--- config.mk ---
export PLATFORM = sky130hd
export DESIGN_NAME = id_ex_stage
export DESIGN_NICKNAME = d
export VERILOG_FILES = /design/src/rtl/id_ex_stage.sv
export SDC_FILE = /design/constraint.sdc
export NUM_CORES = 1
export LEC_CHECK = 0
export CORE_ASPECT_RATIO = 1.4
export CORE_UTILIZATION = 39
export DETAILED_ROUTE_END_ITERATION = 16
export GPL_TIMING_DRIVEN = 0
export PLACE_DENSITY = 0.8
export SYNTH_ARGS = -nofsm -noshare
export SYNTH_HDL_FRONTEND = slang
export SYNTH_SLANG_ARGS = --single-unit
--- constraint.sdc ---
create_clock -name clk -period 2.5 [get_ports clk]
set_input_delay 0.5 -clock clk [delete_from_list [all_inputs] [get_ports clk]]
set_output_delay 0.5 -clock clk [all_outputs]
set_load 0.02 [all_outputs]
--- src/rtl/id_ex_stage.sv ---
// ID/EX pipeline register for the RV32I ALU.
// Forwards from EX/MEM and MEM/WB, detects load-use, holds and flushes.
module id_ex_stage #(
    parameter int XLEN = 32
) (
    input  logic            clk,
    input  logic            rst,
    input  logic            id_valid,
    output logic            id_ready,
    input  logic [XLEN-1:0] id_pc,
    input  logic [XLEN-1:0] id_rs1_data,
    input  logic [XLEN-1:0] id_rs2_data,
    input  logic [XLEN-1:0] id_imm,
    input  logic [4:0]      id_rs1_addr,
    input  logic [4:0]      id_rs2_addr,
    input  logic [4:0]      id_rd_addr,
    input  logic [3:0]      id_alu_ctrl,
    input  logic            id_src_a_pc,
    input  logic            id_src_b_imm,
    input  logic            id_reg_write,
    input  logic            flush,
    input  logic [4:0]      exmem_rd,
    input  logic            exmem_reg_write,
    input  logic            exmem_mem_read,
    input  logic [XLEN-1:0] exmem_result,
    input  logic [4:0]      memwb_rd,
    input  logic            memwb_reg_write,
    input  logic [XLEN-1:0] memwb_result,
    output logic            ex_valid,
    input  logic            ex_ready,
    output logic [XLEN-1:0] alu_a,
    output logic [XLEN-1:0] alu_b,
    output logic [3:0]      alu_ctrl,
    output logic [XLEN-1:0] ex_store_data,
    output logic [4:0]      ex_rd_addr,
    output logic            ex_reg_write,
    output logic [XLEN-1:0] ex_pc
);

    logic            valid_q;
    logic [XLEN-1:0] pc_q;
    logic [XLEN-1:0] rs1_q;
    logic [XLEN-1:0] rs2_q;
    logic [XLEN-1:0] imm_q;
    logic [4:0]      rs1a_q;
    logic [4:0]      rs2a_q;
    logic [4:0]      rd_q;
    logic [3:0]      ctrl_q;
    logic            src_a_pc_q;
    logic            src_b_imm_q;
    logic            reg_write_q;

    logic            ex1;
    logic            ex2;
    logic            wb1;
    logic            wb2;
    logic            load_use;
    logic            ex_fire;
    logic [XLEN-1:0] fwd1;
    logic [XLEN-1:0] fwd2;

    assign ex1 = exmem_reg_write && (exmem_rd == rs1a_q) && (rs1a_q != 5'd0);
    assign ex2 = exmem_reg_write && (exmem_rd == rs2a_q) && (rs2a_q != 5'd0);
    assign wb1 = memwb_reg_write && (memwb_rd == rs1a_q) && (rs1a_q != 5'd0);
    assign wb2 = memwb_reg_write && (memwb_rd == rs2a_q) && (rs2a_q != 5'd0);

    assign fwd1 = ex1 ? exmem_result : (wb1 ? memwb_result : rs1_q);
    assign fwd2 = ex2 ? exmem_result : (wb2 ? memwb_result : rs2_q);

    // rs2 always counts: stores need it even when B is the immediate
    assign load_use = valid_q && exmem_mem_read && exmem_reg_write
                      && (exmem_rd != 5'd0)
                      && (((exmem_rd == rs1a_q) && !src_a_pc_q)
                          || (exmem_rd == rs2a_q));

    assign ex_valid = valid_q && !load_use;
    assign ex_fire  = ex_valid && ex_ready;
    assign id_ready = !valid_q || ex_fire;

    assign alu_a         = src_a_pc_q ? pc_q : fwd1;
    assign alu_b         = src_b_imm_q ? imm_q : fwd2;
    assign alu_ctrl      = ctrl_q;
    assign ex_store_data = fwd2;
    assign ex_rd_addr    = rd_q;
    assign ex_reg_write  = valid_q && reg_write_q;
    assign ex_pc         = pc_q;

    always_ff @(posedge clk) begin
        if (rst) begin
            valid_q     <= 1'b0;
            pc_q        <= '0;
            rs1_q       <= '0;
            rs2_q       <= '0;
            imm_q       <= '0;
            rs1a_q      <= 5'd0;
            rs2a_q      <= 5'd0;
            rd_q        <= 5'd0;
            ctrl_q      <= 4'b0000;
            src_a_pc_q  <= 1'b0;
            src_b_imm_q <= 1'b0;
            reg_write_q <= 1'b0;
        end else if (flush) begin
            valid_q <= 1'b0;
        end else if (id_ready) begin
            valid_q <= id_valid;
            if (id_valid) begin
                pc_q        <= id_pc;
                rs1_q       <= id_rs1_data;
                rs2_q       <= id_rs2_data;
                imm_q       <= id_imm;
                rs1a_q      <= id_rs1_addr;
                rs2a_q      <= id_rs2_addr;
                rd_q        <= id_rd_addr;
                ctrl_q      <= id_alu_ctrl;
                src_a_pc_q  <= id_src_a_pc;
                src_b_imm_q <= id_src_b_imm;
                reg_write_q <= id_reg_write;
            end
        end else begin
            // Retiring MEM/WB producer leaves next cycle; keep its value
            if (wb1 && !ex1) rs1_q <= memwb_result;
            if (wb2 && !ex2) rs2_q <= memwb_result;
        end
    end

endmodule

==> results of run 1 <==
-- cell usage in the layout (no fill, tap or decap), drive strengths merged, types with 4 or more instances in the layout --
master / n
a21oi: 32
buf: 218
clkbuf: 73
clkdlybuf4s50: 261
dfxtp: 151
diode: 5
dlygate4sd2: 8
inv: 6
mux2: 64
mux2i: 150
nand2: 36
nand4: 4
nor2: 184
nor3: 129
o21ai: 33
o221a: 64
xnor2: 12
xor2: 8
-- routing by layer --
layer  vias to the layer above  part of all wire
met5                         -                 0
met4                         0             0.042
met3                       111             0.059
met2                       480              0.52
met1                      4893              0.38
li1                       4520                 -
-- worst paths after layout --
check,from,endpoint,slack [ns],depth (start not counted)
worst max-delay path,exmem_rd[1],alu_b[4],-0.77,11
worst min-delay path,ex_rd_addr[3]$_SDFFE_PP0P_,ex_rd_addr[3]$_SDFFE_PP0P_,0.50,2
worst max register to register,rs2a_q[3]$_SDFFE_PP0P_,rs2_q[30]$_SDFFE_PP0P_,-0.03,10
worst min register to register,ex_rd_addr[3]$_SDFFE_PP0P_,ex_rd_addr[3]$_SDFFE_PP0P_,0.50,2
-- metrics by stage --
step / setup slack (ns) / total power, mW
2_1_floorplan: -0.06907 / 3.968
3_3_place_gp: -1.609 / 5.044
3_5_place_dp: -1.586 / 5.078
4_1_cts: -0.8197 / 7.950
5_1_grt: -0.8270 / 8.513
6_report: -0.7685 / 8.267
-- kinds of logic (layout without fill, tap and decap cells) --
logic type	count (synthesis)	after routing	synth area share
XOR/XNOR	20	20	0.02029
flip-flops	151	151	0.3501
buffers and inverters	90	574	0.05261
AND/OR/NAND/NOR	370	370	0.1904
AO/OA/AOI/OAI	137	137	0.1291
multiplexers	214	214	0.2574
other	0	5	0
-- power by group through the flow --
stage / Clock (mW) / Sequential [mW] / Combinational, mW
2_1_floorplan: 0 / 2.78 / 1.19
3_3_place_gp: 0 / 2.76 / 2.29
3_5_place_dp: 0 / 2.76 / 2.32
4_1_cts: 2.83 / 2.73 / 2.39
5_1_grt: 2.95 / 2.76 / 2.81
6_report: 2.84 / 2.75 / 2.68
-- what timing repair did --
item                                    4_1_cts  5_1_grt
hold buffers                                  0        0
buffers inserted                             24       51
endpoints found under the setup margin      225      200
gates resized for setup                     621      233
cloned                                        5        9
pin swaps                                    13       78
-- worst register-to-register path, cell delays in order, from the launching register on --
cell and delay, ns:
dfxtp_4 0.36, or4_4 0.54, nor2_4 0.16, nor4_4 0.07, buf_4 0.15, buf_6 0.13, buf_6 0.11, and4b_1 0.18
a21o_4 0.29, clkbuf_16 0.19, o221a_1 0.22
-- state kept, by name, summed over array words and instances (netlist names), 4 cells and up --
signal      cells
alu_ctrl        4
rs2a_q          5
ex_rd_addr      5
rs1_q          32
ex_pc          32
imm_q          32
rs1a_q          5
rs2_q          32
-- cell type report --
type | instances | area (µm²)
Multi-Input combinational cell | 741 | 6568
Fill cell | 1534 | 5618
Timing Repair Buffer | 454 | 4827
Sequential cell | 151 | 3049
Buffer | 87 | 701.9
Clock buffer | 21 | 470.5
Tap cell | 297 | 371.6
Clock inverter | 11 | 158.9
Antenna cell | 5 | 12.51
Inverter | 1 | 3.754
==> results.md, run 1 <==
* Drt first pass iters at 5
* Tightest Pin Transition at between 1 and 1.5 ns
* Placer Congestion at 0.9058
* First-pass GRT wire length at approximately 55 mm
* Total grt overflow at 0
* H-tree Lvls at 4
* Worst Path Arrival at 2.77 ns
* Unrepaired setup endpoints after global routing: yes
* Post-route core utilization at 0.7421
* Most frequent cells after synthesis: nor2_1, dfxtp_1, mux2i_1
* P_leak at around 6.3 nW
* Post-Syn Nets at ~1200
* Most Crowded Layer GR: met2
* Final #Nets at between 1500 and 2000
* Combinational fraction of design power at 0.324
* DR WL/cell at roughly 23 µm
* TritonCTS clock tree: yes
* Area grow syn2layout at 87.22%
* Switching Share at 0.3100
* Initial antenna violation count at 4
* Final hold vios at 0
* Dpl cells at approximately 1600
* Post-synthesis sequential area ratio at 0.3501
* Die W at about 130 µm
* Max Transition Viols Final at 0
* Vias per std cell at 5.658
* Placed Area at between 10000 and 15000 µm²
* Non-Filler Instances at 1768
* Die H at around 180 µm
* PD cells at between 500 and 600 nW/µm²
* Pint at 5.704 mW
* Number of CTS-inserted buffers at 17
* Startpoint Class: primary input
* Detailed Route Iter0 Violations at around 720
* Status: finished with violations
* Largest net degree at the start of global routing at 17
* Main flop type after synthesis: dfxtp_1
* EDFF count, synth at 0
* CP dominant cell by count: buf_6
* Final setup violating endpoints at 108
* Top Ports at roughly 370
* DRT Wirelength at between 40 and 50 mm
* # DRC at 0
* Area share of the largest cell type after synthesis at 0.3501
* Slowest cell delay on critical path at roughly 0.61 ns
* Worst VDD drop at between 0.4 and 0.5 mV
* Hpwl dp at ~27 mm
* Synth cell types at 42
* Clock Tree Buf Depth at 2
* Flop pwr share at 0.332
* Psw at 2.563 mW
* Crit Path Class: in -> out
* Avg Inst Size Synth at 8.792 µm²
* Global routing met1 resource utilization at 0.3674
* Met2 global-route usage at 0.5697
* Cell family with most CP delay: buffers and inverters
* Die ar. at 22740 µm²
* CP cell instances: dlygate4sd2_1 -> xnor2_2 -> nand4_1 -> or4b_4 -> buf_12 -> buf_16 -> nor2_4 -> a21oi_4 -> buf_6 -> mux2_4 -> buf_6
* CTS clock-pin slew for the worst setup and hold paths at 0.07 ns
* Synth async-reset ratio at 0
* Starting density of the core at 0.3964
* Fmax at slightly above 300 MHz
* Final worst-path setup slack at -0.7685 ns
* Top cell type by total area after synthesis: dfxtp_1
* Antenna-violating nets left at 0
* Clk pwr share at 0.344
* CP max stage cell: or4b_4
* Total number of vias at 10004
* Post-Syn Area at around 8600 µm²
* Worst Path Buf+Inv at 5
* Setup Skew at between 0.01 and 0.015 ns
* Failing checks: setup timing
* Min-Delay Path Class: reg -> reg
* Seq cells post-synth at roughly 150
* Crit share post-route at 1.307
* CP Capture Type: output port
* # rows at 64
* Largest cells by area after synthesis: dfxtp_1, mux2i_1, mux2_2
* YS warnings at 0
* Clock Latency Late Sink at approximately 0.43 ns
* Port Buffers at 370
* Via count of the first global-routing pass at roughly 9700
* Core box area at between 20000 and 25000 µm²
* Cell area after layout at approximately 16000 µm²
* GRT Overall Usage at 0.3202
* Most frequent cell after synthesis: nor2_1
* Final min period at 3.268 ns
* Setup TNS at -59.64 ns
* CP Max Fanout at 6
* Met3 Use GR at 0.05549
* Maxcap violations at 0
* Gate Count Post-Synth at 982
* Layout cell share with drive strength beyond 1 at 0.3179
* Clock Root Buffer: clkbuf_16
* Hold WS at approximately 0.5 ns
* Clock Sinks at between 150 and 200
* Headroom to the max-slew limit at 0.3088
* WP data required at ~2.0 ns
Power figures use the tool's default switching activity.
==> run 2, diff against run 1 <==
==> config.mk (replaced) <==
export PLATFORM = sky130hd
export DESIGN_NAME = id_ex_stage
export DESIGN_NICKNAME = d
export VERILOG_FILES = /design/src/rtl/id_ex_stage.sv
export SDC_FILE = /design/constraint.sdc
export NUM_CORES = 1
export LEC_CHECK = 0
export CORE_AREA = 2 2 145 147
export DETAILED_ROUTE_END_ITERATION = 16
export DIE_AREA = 0 0 147 149
export DONT_BUFFER_PORTS = 1
export GPL_TIMING_DRIVEN = 0
export PLACE_DENSITY = 0.61
export SYNTH_ARGS = -nofsm -noshare
export SYNTH_HDL_FRONTEND = slang
export SYNTH_SLANG_ARGS = --single-unit
==> run 2 against run 1 <==
- the run still ends with setup timing left
- setup slack better by 0.18 ns
- flip-flop and latch count stayed put
- cell area is 27% lower
- clock power is 6% lower
- count of clock-buffer cells in the layout is 3 lower
- via count is 21% lower
- routed wire length is 17% lower
- critical path type is now reg -> out
- largest cell class unchanged
==> results.md, run 2 (synthesis gave the netlist of run 1 again) <==
* Final worst-path setup slack at -0.5930 ns (+0.1755 ns)
* Top Ports at 372 (unchanged)
* Startpoint Class: flop
* CP Capture Type: output port
* Starting density of the core at 0.4200 (+0.02359)
* Die H at 149 µm (-16%)
* Clock Root Buffer: clkbuf_16
* FF-to-FF End: rs2_q[19]$_SDFFE_PP0P_
* Reg2reg path depth at 9 (-1)
* Core box area at 20560 µm² (-5.6%)
* GRT Overall Usage at 0.2896 (-0.03064)
* Final setup violating endpoints at 96 (-11%)
* P_leak at 4.211 nW (-34%)
* Fmax at 323.3 MHz (+5.7%)
* Via count of the first global-routing pass at 7779 (-20%)
* Unrepaired setup endpoints after global routing: yes
* Largest net degree at the start of global routing at 17 (unchanged)
* Area grow syn2layout at 36.20%
* Pre-CTS WS at -0.5432 ns (+1.043 ns)
* Pint at 4.820 mW (-16%)
* R2R Path Start: rs1a_q[4]$_SDFFE_PP0P_
* Setup Skew at 0.007570 ns (-0.006709 ns)
* Initial antenna violation count at 1 (-3)
* Failing checks: setup timing
* Layout cell share with drive strength beyond 1 at 0.3359 (+0.01803)
* First-pass GRT wire length at 47.84 mm (-13%)
* DR WL/cell at 25.48 µm (+12%)
* Headroom to the max-slew limit at 0.2379 (-0.07085)
* Placer Congestion at 0.8086 (-11%)
* Crit Path Class: reg -> out
* WP data required at 2.00 ns (about the same)
* Hpwl dp at 23.80 mm (-11%)
* Antenna-violating nets left at 0 (unchanged)
* Final #Nets at 1259 (-25%)
* # rows at 53 (-17%)
* Crit path from: rs2a_q[0]$_SDFFE_PP0P_
* N_diodes at 0 (-5)
* Non-Filler Instances at 1314 (-26%)
* Tightest Pin Transition at 1.143 ns (+0.1063 ns)
* # hold bufs at CTS at 0 (unchanged)
* TritonCTS clock tree: yes
* Port Buffers at 0 (-100%)
* Combinational fraction of design power at 0.231 (-0.093)
* Final hold vios at 0 (unchanged)
* CP Max Fanout at 5 (-1)
* Crit share post-route at 1.237 (-0.07018)
* Reg2reg setup slack at 0.06 ns (+0.09 ns)
* Total number of vias at 7933 (-21%)
* Detailed Route Iter0 Violations at 394 (-45%)
* Number of CTS-inserted buffers at 17 (unchanged)
* Min-Delay Path Class: in -> reg
* Dpl cells at 1257 (-24%)
* Worst Setup EP: alu_b[31]
* Switching Share at 0.3204 (+0.01034)
* Clock Tree Buf Depth at 2 (unchanged)
* Most common cell after layout, fill and taps aside: nor2_1
* CTS clock-pin slew for the worst setup and hold paths at 0.07 ns (about the same)
* PD cells at 603.1 nW/µm² (+18%)
* # DRC at 0 (unchanged)
* Status: finished with violations
* Vias per std cell at 6.037 (+6.7%)
* Max Transition Viols Final at 0 (unchanged)
* Worst Path Arrival at 2.59 ns (-0.18 ns)
* Most frequent cells in the layout: nor2_1, dfxtp_1, nor3_1
* Final min period at 3.093 ns (-0.1755 ns)
* Total grt overflow at 0 (unchanged)
* Setup TNS at -40.72 ns (+18.92 ns)
* Drt first pass iters at 5 (unchanged)
* Clock Sinks at 151 (unchanged)
* Psw at 2.272 mW (-11%)
* Post-route core utilization at 0.5720 (-0.1701)
* Power Total at 7.092 mW (-14%)
* H-tree Lvls at 4 (unchanged)
* DRT Wirelength at 33.49 mm (-17%)
* Die W at 147 µm (+15%)
* Clk pwr share at 0.375 (+0.031)
* Flop pwr share at 0.394 (+0.062)
* Worst VDD drop at 0.5626 mV (+32%)
* Clock Latency Late Sink at 0.43 ns (about the same)
* Maxcap violations at 0 (unchanged)
* Die ar. at 21900 µm² (-3.7%)
-- run 2: timing repair --
action / 4_1_cts / 5_1_grt
pin swaps: 42 / 56
gates cloned: 3 / 4
setup endpoints to repair: 157 / 131
setup buffers: 14 / 9
resized for setup: 174 / 85
-- run 2: layout make-up --
type | instances | area [µm²]
Multi-Input combinational cell | 741 | 6783
Clock inverter | 13 | 143.9
Buffer | 88 | 689.4
Tap cell | 275 | 344.1
Clock buffer | 18 | 439.2
Fill cell | 1799 | 8798
Timing Repair Buffer | 27 | 311.5
Sequential cell | 151 | 3044
Inverter | 1 | 3.754
-- run 2: per-stage QoR --
step | hold slack [ns] | cell area (µm²)
2_1_floorplan | 0.4515 | 9448
3_3_place_gp | 0.4654 | 9792
3_5_place_dp | 0.4841 | 9792
4_1_cts | 0.1274 | 11260
5_1_grt | 0.1243 | 11760
6_report | 0.1368 | 11760
-- run 2: worst max-delay path: stages (launching register included) --
cell and delay, ns:
dfxtp_2 0.35, or4_4 0.55, nor2_4 0.13, nor4_4 0.08, buf_6 0.17, buf_4 0.15, mux2i_2 0.23, a21oi_4 0.14
mux2_4 0.34
-- run 2: power groups by stage --
stage | clock, mW | combinational, mW | sequential, mW
floorplan | 0 | 1.19 | 2.78
global placement | 0 | 1.41 | 2.82
detailed placement | 0 | 1.43 | 2.82
CTS | 2.67 | 1.56 | 2.78
global route | 2.79 | 1.74 | 2.81
finish | 2.66 | 1.64 | 2.79
-- run 2: worst min path at each step --
stage | start | to | cells past startpoint
finish | flush | valid_q$_SDFFE_PP0N_ | 1
CTS | flush | valid_q$_SDFFE_PP0N_ | 1
detailed placement | reg_write_q$_SDFFE_PP0P_ | reg_write_q$_SDFFE_PP0P_ | 2
global placement | reg_write_q$_SDFFE_PP0P_ | reg_write_q$_SDFFE_PP0P_ | 2
floorplan | reg_write_q$_SDFFE_PP0P_ | reg_write_q$_SDFFE_PP0P_ | 2
global route | flush | valid_q$_SDFFE_PP0N_ | 1
-- run 2: routing by layer --
layer	share of wire	vias to the layer above	track usage
met1	0.41	3852	0.3465
met5	0	-	0
li1	-	3652	-
met2	0.49	383	0.5054
met3	0.084	46	0.08807
met4	0.022	0	0.08221
